File: src/rtl/decode_stage.sv
// decode_stage: RV32I decode of one instruction into a single registered control bundle.
// Latency: 1 cycle from accept to out_valid; sustains one instruction per cycle.
// Backpressure: in_ready drops while the held bundle is stalled, on a load-use hazard, on flush or in reset.
//
// Ports:
//   clk, rst                   clock (rising edge), asynchronous active-high reset
//   flush                      drop the held bundle and the incoming instruction (redirect)
//   in_valid/in_ready          fetch-side handshake; in_instr, in_pc carried with it
//   out_valid/out_ready        execute-side handshake for the registered bundle
//   out_pc, out_rs1/rs2/rd     PC and raw register indices of the held instruction
//   out_func3, out_func7       raw function fields
//   out_alu_op, out_imm_src    00 add/01 sub-cmp/10 func-decoded/11 pass B; 000 I/001 S/010 B/011 U/100 J
//   out_op1_src, out_op2_src   0 rs1 / 1 PC; 0 rs2 / 1 immediate
//   out_wb_src                 00 ALU, 01 memory, 10 PC+4
//   out_reg_write ... out_illegal  control flags
module decode_stage #(
  parameter int PC_WIDTH       = 32,
  parameter int ENABLE_M       = 0,
  parameter int REG_ADDR_WIDTH = 5
) (
  input  logic                      clk,
  input  logic                      rst,
  input  logic                      flush,
  input  logic                      in_valid,
  output logic                      in_ready,
  input  logic [31:0]               in_instr,
  input  logic [PC_WIDTH-1:0]       in_pc,
  output logic                      out_valid,
  input  logic                      out_ready,
  output logic [PC_WIDTH-1:0]       out_pc,
  output logic [REG_ADDR_WIDTH-1:0] out_rs1,
  output logic [REG_ADDR_WIDTH-1:0] out_rs2,
  output logic [REG_ADDR_WIDTH-1:0] out_rd,
  output logic [2:0]                out_func3,
  output logic [6:0]                out_func7,
  output logic [1:0]                out_alu_op,
  output logic [2:0]                out_imm_src,
  output logic                      out_op1_src,
  output logic                      out_op2_src,
  output logic [1:0]                out_wb_src,
  output logic                      out_reg_write,
  output logic                      out_mem_write,
  output logic                      out_mem_read,
  output logic                      out_branch,
  output logic                      out_jump,
  output logic                      out_mul,
  output logic                      out_illegal
);

  localparam logic [6:0] OPC_OP     = 7'b0110011;
  localparam logic [6:0] OPC_OP_IMM = 7'b0010011;
  localparam logic [6:0] OPC_LOAD   = 7'b0000011;
  localparam logic [6:0] OPC_STORE  = 7'b0100011;
  localparam logic [6:0] OPC_BRANCH = 7'b1100011;
  localparam logic [6:0] OPC_JAL    = 7'b1101111;
  localparam logic [6:0] OPC_JALR   = 7'b1100111;
  localparam logic [6:0] OPC_LUI    = 7'b0110111;
  localparam logic [6:0] OPC_AUIPC  = 7'b0010111;

  typedef struct packed {
    logic [1:0] alu_op;
    logic [2:0] imm_src;
    logic       op1_src;
    logic       op2_src;
    logic [1:0] wb_src;
    logic       reg_write;
    logic       mem_write;
    logic       mem_read;
    logic       branch;
    logic       jump;
    logic       mul;
    logic       illegal;
  } ctrl_t;

  typedef struct packed {
    logic [PC_WIDTH-1:0]       pc;
    logic [REG_ADDR_WIDTH-1:0] rs1;
    logic [REG_ADDR_WIDTH-1:0] rs2;
    logic [REG_ADDR_WIDTH-1:0] rd;
    logic [2:0]                func3;
    logic [6:0]                func7;
    ctrl_t                     ctrl;
  } bundle_t;

  logic [6:0] opcode;
  ctrl_t      ctrl_dec;
  bundle_t    dec;
  bundle_t    held;
  logic       legal;
  logic       use_rs1;
  logic       use_rs2;
  logic       hazard;
  logic       accept;
  logic       transfer;

  assign opcode = in_instr[6:0];

  // Opcode decode. Any opcode outside the table (which includes every word
  // whose low two bits are not 11) falls to the default and is flagged illegal.
  always_comb begin
    ctrl_dec = '0;
    legal    = 1'b1;
    use_rs1  = 1'b0;
    use_rs2  = 1'b0;
    case (opcode)
      OPC_OP: begin
        ctrl_dec.alu_op    = 2'b10;
        ctrl_dec.reg_write = 1'b1;
        use_rs1            = 1'b1;
        use_rs2            = 1'b1;
        if (in_instr[31:25] == 7'b0000001) begin
          if (ENABLE_M != 0) ctrl_dec.mul = 1'b1;
          else               legal        = 1'b0;
        end
      end
      OPC_OP_IMM: begin
        ctrl_dec.op2_src   = 1'b1;
        ctrl_dec.alu_op    = 2'b10;
        ctrl_dec.reg_write = 1'b1;
        use_rs1            = 1'b1;
      end
      OPC_LOAD: begin
        ctrl_dec.op2_src   = 1'b1;
        ctrl_dec.wb_src    = 2'b01;
        ctrl_dec.reg_write = 1'b1;
        ctrl_dec.mem_read  = 1'b1;
        use_rs1            = 1'b1;
      end
      OPC_STORE: begin
        ctrl_dec.op2_src   = 1'b1;
        ctrl_dec.imm_src   = 3'b001;
        ctrl_dec.mem_write = 1'b1;
        use_rs1            = 1'b1;
        use_rs2            = 1'b1;
      end
      OPC_BRANCH: begin
        ctrl_dec.alu_op    = 2'b01;
        ctrl_dec.imm_src   = 3'b010;
        ctrl_dec.branch    = 1'b1;
        use_rs1            = 1'b1;
        use_rs2            = 1'b1;
      end
      OPC_JAL: begin
        ctrl_dec.op1_src   = 1'b1;
        ctrl_dec.op2_src   = 1'b1;
        ctrl_dec.wb_src    = 2'b10;
        ctrl_dec.imm_src   = 3'b100;
        ctrl_dec.reg_write = 1'b1;
        ctrl_dec.jump      = 1'b1;
      end
      OPC_JALR: begin
        ctrl_dec.op2_src   = 1'b1;
        ctrl_dec.wb_src    = 2'b10;
        ctrl_dec.reg_write = 1'b1;
        ctrl_dec.jump      = 1'b1;
        use_rs1            = 1'b1;
      end
      OPC_LUI: begin
        ctrl_dec.op2_src   = 1'b1;
        ctrl_dec.alu_op    = 2'b11;
        ctrl_dec.imm_src   = 3'b011;
        ctrl_dec.reg_write = 1'b1;
      end
      OPC_AUIPC: begin
        ctrl_dec.op1_src   = 1'b1;
        ctrl_dec.op2_src   = 1'b1;
        ctrl_dec.imm_src   = 3'b011;
        ctrl_dec.reg_write = 1'b1;
      end
      default: legal = 1'b0;
    endcase
    // Illegal words still travel downstream for the trap logic, but with
    // every side-effecting control cleared.
    if (!legal) begin
      ctrl_dec         = '0;
      ctrl_dec.illegal = 1'b1;
    end
  end

  always_comb begin
    dec       = '0;
    dec.pc    = in_pc;
    dec.rs1   = REG_ADDR_WIDTH'(in_instr[19:15]);
    dec.rs2   = REG_ADDR_WIDTH'(in_instr[24:20]);
    dec.rd    = REG_ADDR_WIDTH'(in_instr[11:7]);
    dec.func3 = in_instr[14:12];
    dec.func7 = in_instr[31:25];
    dec.ctrl  = ctrl_dec;
  end

  // Load-use: the held load's data is not available to an instruction that
  // would sit directly behind it, so hold that instruction back one slot.
  assign hazard = out_valid && held.ctrl.mem_read && (held.rd != '0) &&
                  ((use_rs1 && (dec.rs1 == held.rd)) || (use_rs2 && (dec.rs2 == held.rd)));

  assign in_ready = !rst && (!out_valid || out_ready) && !hazard && !flush;
  assign accept   = in_valid && in_ready;
  assign transfer = out_valid && out_ready;

  always_ff @(posedge clk or posedge rst) begin
    if (rst) begin
      out_valid <= 1'b0;
      held      <= '0;
    end else if (flush) begin
      out_valid <= 1'b0;
    end else if (accept) begin
      held      <= dec;
      out_valid <= 1'b1;
    end else if (transfer) begin
      out_valid <= 1'b0;
    end
  end

  assign out_pc        = held.pc;
  assign out_rs1       = held.rs1;
  assign out_rs2       = held.rs2;
  assign out_rd        = held.rd;
  assign out_func3     = held.func3;
  assign out_func7     = held.func7;
  assign out_alu_op    = held.ctrl.alu_op;
  assign out_imm_src   = held.ctrl.imm_src;
  assign out_op1_src   = held.ctrl.op1_src;
  assign out_op2_src   = held.ctrl.op2_src;
  assign out_wb_src    = held.ctrl.wb_src;
  assign out_reg_write = held.ctrl.reg_write;
  assign out_mem_write = held.ctrl.mem_write;
  assign out_mem_read  = held.ctrl.mem_read;
  assign out_branch    = held.ctrl.branch;
  assign out_jump      = held.ctrl.jump;
  assign out_mul       = held.ctrl.mul;
  assign out_illegal   = held.ctrl.illegal;

endmodule

File: config.mk
export PLATFORM = sky130hd
export DESIGN_NAME = decode_stage
export DESIGN_NICKNAME = d
export VERILOG_FILES = /design/src/rtl/decode_stage.sv
export SDC_FILE = /design/constraint.sdc
export NUM_CORES = 1
export LEC_CHECK = 0
export CAP_MARGIN = 20
export CELL_PAD_IN_SITES_DETAIL_PLACEMENT = 1
export CELL_PAD_IN_SITES_GLOBAL_PLACEMENT = 1
export CORE_MARGIN = 8
export CORE_UTILIZATION = 32
export DETAILED_ROUTE_END_ITERATION = 12
export HOLD_SLACK_MARGIN = 0.02
export PLACE_DENSITY = 0.85
export SETUP_SLACK_MARGIN = 0.3
export SKIP_CTS_REPAIR_TIMING = 1
export SKIP_LAST_GASP = 1
export SLEW_MARGIN = 20
export SYNTH_ARGS = -nofsm -noshare
export SYNTH_HDL_FRONTEND = slang
export SYNTH_SLANG_ARGS = --single-unit
File: constraint.sdc
create_clock -name clk -period 2.75 [get_ports clk]
set_input_delay 0.55 -clock clk [delete_from_list [all_inputs] [get_ports clk]]
set_output_delay 0.55 -clock clk [all_outputs]
set_load 0.02 [all_outputs]
==> impl_metrics.toml <==
[worst_setup_path]
worst-path-max-fanout = 2
cp-end-kind = "primary output"
cpMaxStageDelayCell = "clkdlybuf4s50_1"
critPathKind = "in2out"
regToRegEndpoint = "out_rd[4]"
arrival_ns = 1.92
r2r_slack_ns = 0.41
path_buf_inv = 2
rr_startpoint = "out_rd[3]"
required_ns = 2.20
reg2reg_depth = 8
cp_top_family = "buffers and inverters"
critical_path.cell_chain = "clkdlybuf4s50_1 > xor2_1 > nor3_2 > nand3_2 > o41ai_4 > and2_4 > nor2b_1 > buf_4"
worst_setup_path_start_kind = "input pin"
max_stage_delay_ns = 0.50

[clock_tree]
clk_path_buf_depth = 2
cts.sinks = 72
cts_inserted_buffers = 9
clkTransAtPathRegs_ns = 0.08
ctsHtreeMaxLevel = 3
cts_tree = "built"
worstSkewPairLatency_ns = 0.33
root_buffer = "clkbuf_8"

[placed_design]
pre_cts_slack_ns = -0.489
dpl_cell_area_um2 = 4900
place_inst = 513
gp_congestion = 0.842
portBuffers = 142
dpl.hpwl_um = 7860

[sta]
clock_skew_ns = 0.0121
tns_ns = 0
fin_crit_ns = 2.47
finalSetupViolCount = 0
period_share_pct = 89.7
rsz0062_at_grt = "true"
slew_violations = 0
max_freq_mhz = 405
hold_viol = 0
layout_setup_ws_ns = 0.282

[die]
io_pins = 144
die-height_um = 116
core-area_um2 = 9730
die_x_um = 116
design.die.area_um2 = 13400
rows = 36
initial_core_util_pct = 32.7

[global_routing]
antenna_found_initial = 0
first_global_vias = 2887
grt_max_degree = 73
grt_usage_pct = 15.2
grt_overflow = 0
grt_pass1_wl_um = 15600

[synthesis]
synthFlopType = "dfrtp_1"
yosys.area.top_type = "dfrtp_1"
synth_fp_nets = 295
synth-seq-area-share_pct = 56.6
synth.avg_cell_area_um2 = 14.1
ys_ff_latch = 72
async_flop_share_pct = 100
yosys-top-cells-area = "dfrtp_1 (57%), mux2_2 (19%), mux2_4 (3.3%), buf_6 (1.8%), xnor2_1 (1.4%)"
yosys-top-cells-count = "dfrtp_1 (72), mux2_2 (55), nand2_1 (9), mux2_4 (7), nor2_1 (7)"
synth_cell_types = 41
synth_edf_count = 0
yosysMostFrequentCell = "dfrtp_1"
synth-warning-count = 0
synth_cells = 226
synth.top_cell.area_share_pct = 56.6
syn_area_um2 = 3180

[route]
vias = 2495
first_pass_iters = 6
vias_per_cell = 4.71
routed_wl_um = 10100
wl_per_cell_um = 19.1
ant_nets = 0
drtIter0Drc = 58
drc_errors = 0

[layout]
finalInstanceArea_um2 = 5220
drive_gt1_share_pct = 30.5
fillCellCount = 1018
diodes = 0
fin_nets = 462
fin_cells = 530
final_util_pct = 53.6
syn_to_final_growth_pct = 63.8

[min_path]
min_delay_path_depth = 1
hold_path_class = "reg2reg"
worstHoldStart = "out_op1_src"
hold_end = "out_op1_src"

[flow_run]
maxCapViolations = 0

[pwr]
total_leakage_power_nw = 2.31
comb_power_share_pct = 33.3
pwr-share-clk_pct = 27.0
seqPwrFrac_pct = 39.7
powerDensity_nw_per_um2 = 647
p_int_mw = 2.36
p_sw_share_pct = 30.2
vdd.ir_drop.worst_mv = 0.391
switchingPower_mw = 1.02

[outcome]
status = "finished clean"
## how the worst max path moves through the flow
stage | slack, ns | cells past startpoint | to | startpoint
floorplan | 0.38 | 1 | out_alu_op[0] | rst
global placement | -0.48 | 7 | in_ready | in_instr[1]
detailed placement | -0.49 | 7 | in_ready | in_instr[1]
CTS | -0.50 | 7 | in_ready | in_instr[1]
global route | 0.19 | 8 | in_ready | in_instr[15]
finish | 0.28 | 8 | in_ready | in_instr[15]
## power by group through the flow
stage	sequential (mW)	clock (mW)	combinational, mW
final	1.34	0.912	1.12
after global routing	1.37	0.982	1.19
after CTS	1.34	0.946	1.12
after detailed placement	1.36	0	1.12
after global placement	1.34	0	1.09
after floorplan	1.58	0	0.281
## flip-flops by register name, indices dropped and copies added, names as in the netlist
register       flops
out_jump           1
out_wb_src         2
out_branch         1
out_reg_write      1
out_op1_src        1
out_mem_write      1
out_rs1            5
out_rd             5
out_illegal        1
out_alu_op         2
out_pc            32
out_func7          7
out_valid          1
out_imm_src        3
out_func3          3
out_op2_src        1
out_rs2            5
## cell type report
cell class,instances,area [um^2],share of cell area (%)
clock buffers,10,128,2.45
well taps,133,166,3.19
multi-input cells,137,1320,25.3
flip-flops and latches,72,1800,34.5
clock inverters,5,81.3,1.56
repair buffers,168,1700,32.6
inverters,5,18.8,0.360
## logic make-up (layout without fill, tap and decap cells)
family	Yosys count	count (layout)	share of synthesized area [%]
other	1	1	0.118
XOR/XNOR	10	10	2.75
AO/OA/AOI/OAI	29	29	7.59
flip-flops	72	72	56.6
buffers and inverters	17	188	3.69
AND/OR/NAND/NOR	34	34	6.17
multiplexers	63	63	23.1
## routing by layer
layer	vias up	wire length, um	track usage (%)
met4	0	68	4.67
met3	7	1030	7.14
met1	1262	3800	15.8
met2	87	5210	26.8
met5	-	0	0
li1	1139	-	-
## per-stage QoR
step | hold slack, ns | power [mW]
after floorplan | 0.595 | 1.86
after global placement | 0.463 | 2.44
after detailed placement | 0.491 | 2.48
after CTS | 0.509 | 3.41
after global routing | 0.513 | 3.54
final | 0.496 | 3.37
## placed cells by master, fill, tap and decap left out, types with 3 or more instances in the layout
master,n
o21ai_0,3
mux2_2,55
buf_4,23
xnor2_1,3
nor2_1,7
dlymetal6s2s_1,14
clkdlybuf4s50_1,127
a32o_1,3
clkbuf_8,9
nand2_1,9
a21oi_1,6
a22o_1,4
inv_1,4
xor2_1,4
dfrtp_1,72
mux2_4,7
buf_12,4
nor4b_1,3
Note: power is estimated with default switching activity, not from simulation.
